File: config.mk
export PLATFORM = sky130hd
export DESIGN_NAME = simd_alu_pipe
export DESIGN_NICKNAME = d
export VERILOG_FILES = /design/src/rtl/simd_alu_pipe.sv
export SDC_FILE = /design/constraint.sdc
export NUM_CORES = 2
export LEC_CHECK = 0
export CAP_MARGIN = 10
export CORE_MARGIN = 3
export CORE_UTILIZATION = 29
export DETAILED_ROUTE_END_ITERATION = 12
export HOLD_SLACK_MARGIN = 0.1
export SLEW_MARGIN = 20
export SYNTH_ARGS = -nofsm -noshare
export SYNTH_HDL_FRONTEND = slang
export SYNTH_SLANG_ARGS = --single-unit
File: constraint.sdc
create_clock -name clk -period 10.8 [get_ports clk]
set_input_delay 3.24 -clock clk [delete_from_list [all_inputs] [get_ports clk]]
set_output_delay 3.24 -clock clk [all_outputs]
set_load 0.05 [all_outputs]
File: src/rtl/simd_alu_pipe.sv
// Multi-lane SIMD ALU behind a two-stage valid/ready pipeline.
// S1 captures the operation; S2 holds per-lane results and flags that drive the outputs.
module simd_alu_pipe #(
   parameter int WIDTH = 32,
   parameter int LANES = 4,
   parameter int SHW   = $clog2(WIDTH)
) (
   input  logic                   clk,
   input  logic                   rst,
   input  logic                   in_valid,
   output logic                   in_ready,
   input  logic [3:0]             ctrl,
   input  logic [LANES-1:0]       lane_mask,
   input  logic [LANES*WIDTH-1:0] a,
   input  logic [LANES*WIDTH-1:0] b,
   output logic                   out_valid,
   input  logic                   out_ready,
   output logic [LANES*WIDTH-1:0] res,
   output logic [LANES-1:0]       is_zero,
   output logic [LANES-1:0]       is_negative,
   output logic [LANES-1:0]       is_equal,
   output logic [LANES-1:0]       is_gt,
   output logic [LANES-1:0]       is_lt,
   output logic [LANES-1:0]       is_ovf
);

   typedef struct packed {
      logic [WIDTH-1:0] res;
      logic             zero;
      logic             neg;
      logic             eq;
      logic             gt;
      logic             lt;
      logic             ovf;
   } lane_out_t;

   function automatic lane_out_t lane_alu(input logic [3:0]              op,
                                          input logic signed [WIDTH-1:0] x,
                                          input logic signed [WIDTH-1:0] y);
      lane_out_t      o;
      logic [SHW-1:0] sh;
      logic           defined;
      o       = '0;
      sh      = y[SHW-1:0];
      defined = 1'b1;
      case (op)
         4'd0: begin
            o.res = x + y;
            o.ovf = (x[WIDTH-1] == y[WIDTH-1]) && (o.res[WIDTH-1] != x[WIDTH-1]);
         end
         4'd1: begin
            o.res = x - y;
            o.ovf = (x[WIDTH-1] != y[WIDTH-1]) && (o.res[WIDTH-1] != x[WIDTH-1]);
         end
         4'd2:    o.res = x << sh;
         4'd3:    o.res = x >> sh;
         4'd4:    o.res = x & y;
         4'd5:    o.res = x | y;
         4'd6:    o.res = x ^ y;
         4'd7:    o.res = ~(x & y);
         4'd8:    o.res = ~x;
         4'd9:    o.res = ~(x | y);
         4'd10:   o.res = x >>> sh;
         4'd11:   o.res = (x < y) ? x : y;
         4'd12:   o.res = (x > y) ? x : y;
         default: defined = 1'b0;
      endcase
      // Reserved opcodes leave the whole lane record at zero, compare flags included.
      if (defined) begin
         o.zero = (o.res == '0);
         o.neg  = o.res[WIDTH-1];
         o.eq   = (x == y);
         o.gt   = (x > y);
         o.lt   = (x < y);
      end
      return o;
   endfunction

   logic                   s1_load, s2_load;
   logic                   vld_p1_d, vld_p1_q, vld_p2_d, vld_p2_q;
   logic [3:0]             ctrl_p1_d, ctrl_p1_q;
   logic [LANES-1:0]       mask_p1_d, mask_p1_q;
   logic [LANES*WIDTH-1:0] a_p1_d, a_p1_q, b_p1_d, b_p1_q;
   logic [LANES*WIDTH-1:0] res_p2_d, res_p2_q;
   logic [LANES-1:0]       zero_p2_d, zero_p2_q, neg_p2_d, neg_p2_q, eq_p2_d, eq_p2_q;
   logic [LANES-1:0]       gt_p2_d, gt_p2_q, lt_p2_d, lt_p2_q, ovf_p2_d, ovf_p2_q;
   lane_out_t              lane_o;

   assign s2_load  = !vld_p2_q || out_ready;
   assign s1_load  = !vld_p1_q || s2_load;
   assign in_ready = s1_load;

   // Stage S1: capture the accepted operation
   always_comb begin
      vld_p1_d  = vld_p1_q;
      ctrl_p1_d = ctrl_p1_q;
      mask_p1_d = mask_p1_q;
      a_p1_d    = a_p1_q;
      b_p1_d    = b_p1_q;
      if (s1_load) begin
         vld_p1_d = in_valid;
         if (in_valid) begin
            ctrl_p1_d = ctrl;
            mask_p1_d = lane_mask;
            a_p1_d    = a;
            b_p1_d    = b;
         end
      end
   end

   // Stage S2: per-lane compute into the output registers
   always_comb begin
      vld_p2_d  = s2_load ? vld_p1_q : vld_p2_q;
      res_p2_d  = res_p2_q;
      zero_p2_d = zero_p2_q;
      neg_p2_d  = neg_p2_q;
      eq_p2_d   = eq_p2_q;
      gt_p2_d   = gt_p2_q;
      lt_p2_d   = lt_p2_q;
      ovf_p2_d  = ovf_p2_q;
      lane_o    = '0;
      if (s2_load && vld_p1_q) begin
         for (int i = 0; i < LANES; i++) begin
            lane_o = lane_alu(ctrl_p1_q, a_p1_q[i*WIDTH +: WIDTH], b_p1_q[i*WIDTH +: WIDTH]);
            if (!mask_p1_q[i]) lane_o = '0;
            res_p2_d[i*WIDTH +: WIDTH] = lane_o.res;
            zero_p2_d[i] = lane_o.zero;
            neg_p2_d[i]  = lane_o.neg;
            eq_p2_d[i]   = lane_o.eq;
            gt_p2_d[i]   = lane_o.gt;
            lt_p2_d[i]   = lane_o.lt;
            ovf_p2_d[i]  = lane_o.ovf;
         end
      end
   end

   always_ff @(posedge clk) begin
      ctrl_p1_q <= ctrl_p1_d;
      mask_p1_q <= mask_p1_d;
      a_p1_q    <= a_p1_d;
      b_p1_q    <= b_p1_d;
   end

   always_ff @(posedge clk) begin
      if (rst) begin
         vld_p1_q  <= 1'b0;
         vld_p2_q  <= 1'b0;
         res_p2_q  <= '0;
         zero_p2_q <= '0;
         neg_p2_q  <= '0;
         eq_p2_q   <= '0;
         gt_p2_q   <= '0;
         lt_p2_q   <= '0;
         ovf_p2_q  <= '0;
      end else begin
         vld_p1_q  <= vld_p1_d;
         vld_p2_q  <= vld_p2_d;
         res_p2_q  <= res_p2_d;
         zero_p2_q <= zero_p2_d;
         neg_p2_q  <= neg_p2_d;
         eq_p2_q   <= eq_p2_d;
         gt_p2_q   <= gt_p2_d;
         lt_p2_q   <= lt_p2_d;
         ovf_p2_q  <= ovf_p2_d;
      end
   end

   assign out_valid   = vld_p2_q;
   assign res         = res_p2_q;
   assign is_zero     = zero_p2_q;
   assign is_negative = neg_p2_q;
   assign is_equal    = eq_p2_q;
   assign is_gt       = gt_p2_q;
   assign is_lt       = lt_p2_q;
   assign is_ovf      = ovf_p2_q;

endmodule

==> results by group <==
Worst setup path
  – Critical path, cell by cell: clkdlybuf4s50_1 -> nor2b_1 -> nand2_1 -> clkdlybuf4s50_1
  – Most numerous cell on the critical path: clkdlybuf4s50_1
  – CP top delay family: buffers and inverters
  – Worst EP arrival: 4.81 ns
  – Origin of the critical flop-to-flop path: a_p1_q[19]
  – Worst R2R End: is_zero[0]
  – Internal reg-to-reg setup slack: 3.84 ns
  – Reg2Reg Depth: 15
  – Largest stage delay, worst path: 0.72 ns
  – Setup CP Type: in -> out
  – Maximum fanout along the worst path: 5
  – Endpoint class of the critical path: output port
  – Slowest CP cell: clkdlybuf4s50_1
  – Critical Path Start Type: primary input
  – Worst Path Required: 7.56 ns
  – WP buf/inv: 2

Placed design
  – Detail Placement HPWL: 276000 um
  – GPL Wtd Cong: 1.050
  – Port Buffer Count: 421

STA
  – Fmax: 124.2 MHz
  – Hold Worst Slack: 0.4573 ns
  – Clock skew: 0.06580 ns
  – Endpoints failing hold: 0
  – Period Utilization, post-route: 0.7458
  – Setup tns final: 0 ns
  – Worst-Margin Slew: 1.246 ns
  – Slew headroom: 0.1691
  – Fin. max-slew vios: 0
  – Final setup fails: 0
  – Min Tclk post-route: 8.055 ns
  – RSZ-0062 raised after global routing: no

Power
  – P_leak: 25.06 nW
  – Power Density: 106.8 mW/mm2
  – VDD IR max: 0.1222 mV

Yosys
  – Post-synth EDFFs: 264
  – Yosys top cell area share: 0.1367
  – Library cells used by synthesis: 109
  – Most common flop cell mapped by yosys: edfxtp_1
  – Post-synth top area cell: edfxtp_1
  – Sequential-to-total area share from yosys stat: 0.1899
  – Count leader, synth: nor2_1
  – Syn_nets: 8468
  – Cell area after synthesis: 0.05798 mm2
  – Gate count after technology mapping: 7804
  – Commonest cells post-synth: 956 x nor2_1, 759 x nand2_1, 663 x a21oi_1
  – Post-synth ARST share: 0
  – Average size of a mapped cell: 7.430 um2
  – Largest cells by area after synthesis: edfxtp_1 14%, ha_1 8.4%, nor2_1 6.2%, a21oi_1 5.7%, mux4_2 5.4%
  – Register bit total from synthesis: 418
  – Ys Warns: 0

Hold path
  – Tightest Hold Check Type: reg -> reg
  – Hold path start: res[95]
  – WHS Endpoint: res[95]
  – WHS Path Cells: 2

Drt
  – Final wirelength: 369700 um
  – DRT antenna net count: 0
  – Wire length per cell: 35.20 um
  – Drt pass-1 iters: 10
  – Iter 0 DRT Violations: 11800
  – Vias: 69528
  – Vias/cell: 6.620
  – Drc violations: 0

CTS
  – Clock root cell: clkbuf_16
  – Max H-tree Level: 2
  – Clock slew at reported path FFs: 0.06 ns
  – Hold_buf cts: 0
  – Clock sinks: 418
  – Latest clock arrival within the worst-skew pair: 0.74 ns
  – Longest Clk Path Bufs: 3
  – # resized after CTS: 0
  – Total CTS buffers: 53
  – CTS tree: built
  – Post-CTS Setup Inserts: 0

Global route
  – First-pass GRT wire length: 510100 um
  – Total Routing Usage GR: 0.3421
  – Pin count of the biggest net entering global routing: 119
  – Initial antenna violation count: 16
  – Gr ovfl total: 0
  – Number of global-route vias before repair: 64134

Layout
  – Register area: 0.01101 mm2
  – Final core occ: 0.3364
  – Area grow syn2layout: 14.90%
  – # fillers: 21003
  – Layout cells sized above 1: 0.08899
  – Multi-input logic area: 0.04284 mm2
  – Fin nets: 8475

Run status
  – Status: complete, no violations

Floorplanning
  – Initial Util: 0.2928
  – Die Ht: 453.2 um
  – Die X: 453.2 um
  – Core area: 0.1980 mm2
  – IO Count: 422
  – Number of core rows: 163
  – Full die area: 0.2053 mm2

Flow run
  – Max_cap viols: 0
## cell type report
type | count | share of cell area
inverters | 391 | 0.02207
well taps | 2640 | 0.04958
repair buffers | 682 | 0.09362
diodes | 8 | 0.0003005
multi-input cells | 6265 | 0.6430
clock inverters | 22 | 0.002986
flip-flops and latches | 418 | 0.1653
clock buffers | 77 | 0.02314
## cell usage in the layout (no fill, tap or decap), types with 58 or more instances in the layout
cell	netlist	routed
a211oi_1	154	153
a21o_1	64	64
a21oi_1	663	663
a221o_1	67	67
a221oi_1	79	79
a22oi_1	199	199
a31oi_1	76	75
buf_4	2	256
clkdlybuf4s50_1	0	420
dfxtp_1	154	154
edfxtp_1	264	264
ha_1	388	388
inv_1	371	371
mux2_2	71	71
mux2i_1	294	294
mux4_2	138	138
nand2_1	759	757
nand3_1	126	125
nand4_1	58	58
nor2_1	956	950
nor3_1	153	150
nor4_1	84	82
o211ai_1	142	142
o21ai_0	577	575
o221ai_1	122	122
o22ai_1	128	128
o31ai_1	68	68
xnor2_1	77	77
## logic make-up (layout without fill, tap and decap cells)
kind of cell	after synthesis	after routing	share of synthesized area
and+or+nand+nor	2454	2454	0.1888
DFF	418	418	0.1899
xor gates and xnor gates	85	85	0.01284
adders and majority gates	396	396	0.08649
other	0	8	0
AOI/OAI and AO/OA	2826	2826	0.3281
muxes	504	504	0.1185
buffers and inverters	1121	1172	0.07531
## worst max path at each step
stage                     startpoint        end  cells past startpoint
after floorplan            out_ready  a_p1_q[0]                      3
after global placement     out_ready   in_ready                      4
final                      out_ready   in_ready                      4
after CTS                  out_ready   in_ready                      4
after detailed placement   out_ready   in_ready                      4
after global routing       out_ready   in_ready                      4
## where the power goes
| part | internal [mW] | switching (mW) | total (mW) |
|---|---|---|---|
| clock network | 1.02 | 0.822 | 1.85 |
| registers | 1.79 | 0.127 | 1.92 |
| logic | 1.06 | 2.30 | 3.35 |
| total | 3.87 | 3.24 | 7.11 |
## per-stage QoR
stage	setup WS, ns	instance area, um2	power [mW]	std cells
5_1_grt	2.659	66600	7.350	10495
3_5_place_dp	2.784	64850	5.142	10395
3_3_place_gp	2.714	64850	5.149	10395
6_report	2.745	66620	7.113	10503
2_1_floorplan	0.4071	57980	3.851	7804
4_1_cts	2.757	66590	7.027	10494
## registers in the layout, summed over array words and instances, names as in the netlist
name / count
is_ovf: 4
vld_p1_q: 1
is_zero: 4
is_equal: 4
is_lt: 4
is_gt: 4
res: 128
mask_p1_q: 4
a_p1_q: 128
is_negative: 4
b_p1_q: 128
out_valid: 1
ctrl_p1_q: 4
## worst reg2reg max path: cells and delay by family (launching register included)
kind,cells,cell delay [ns]
adders and majority gates,1,0.61
AOI/OAI and AO/OA,4,1.32
buffers and inverters,2,0.52
DFF,1,0.87
and+or+nand+nor,8,3.57
## metal layers
layer | routed length (um) | track usage | vias up
met1 | 144000 | 0.4392 | 33812
met2 | 155900 | 0.5119 | 5151
met4 | 31720 | 0.2375 | 10
met3 | 37970 | 0.07054 | 1144
li1 | - | - | 29411
met5 | 77 | 0 | -
(Power assumes the default switching activity.)
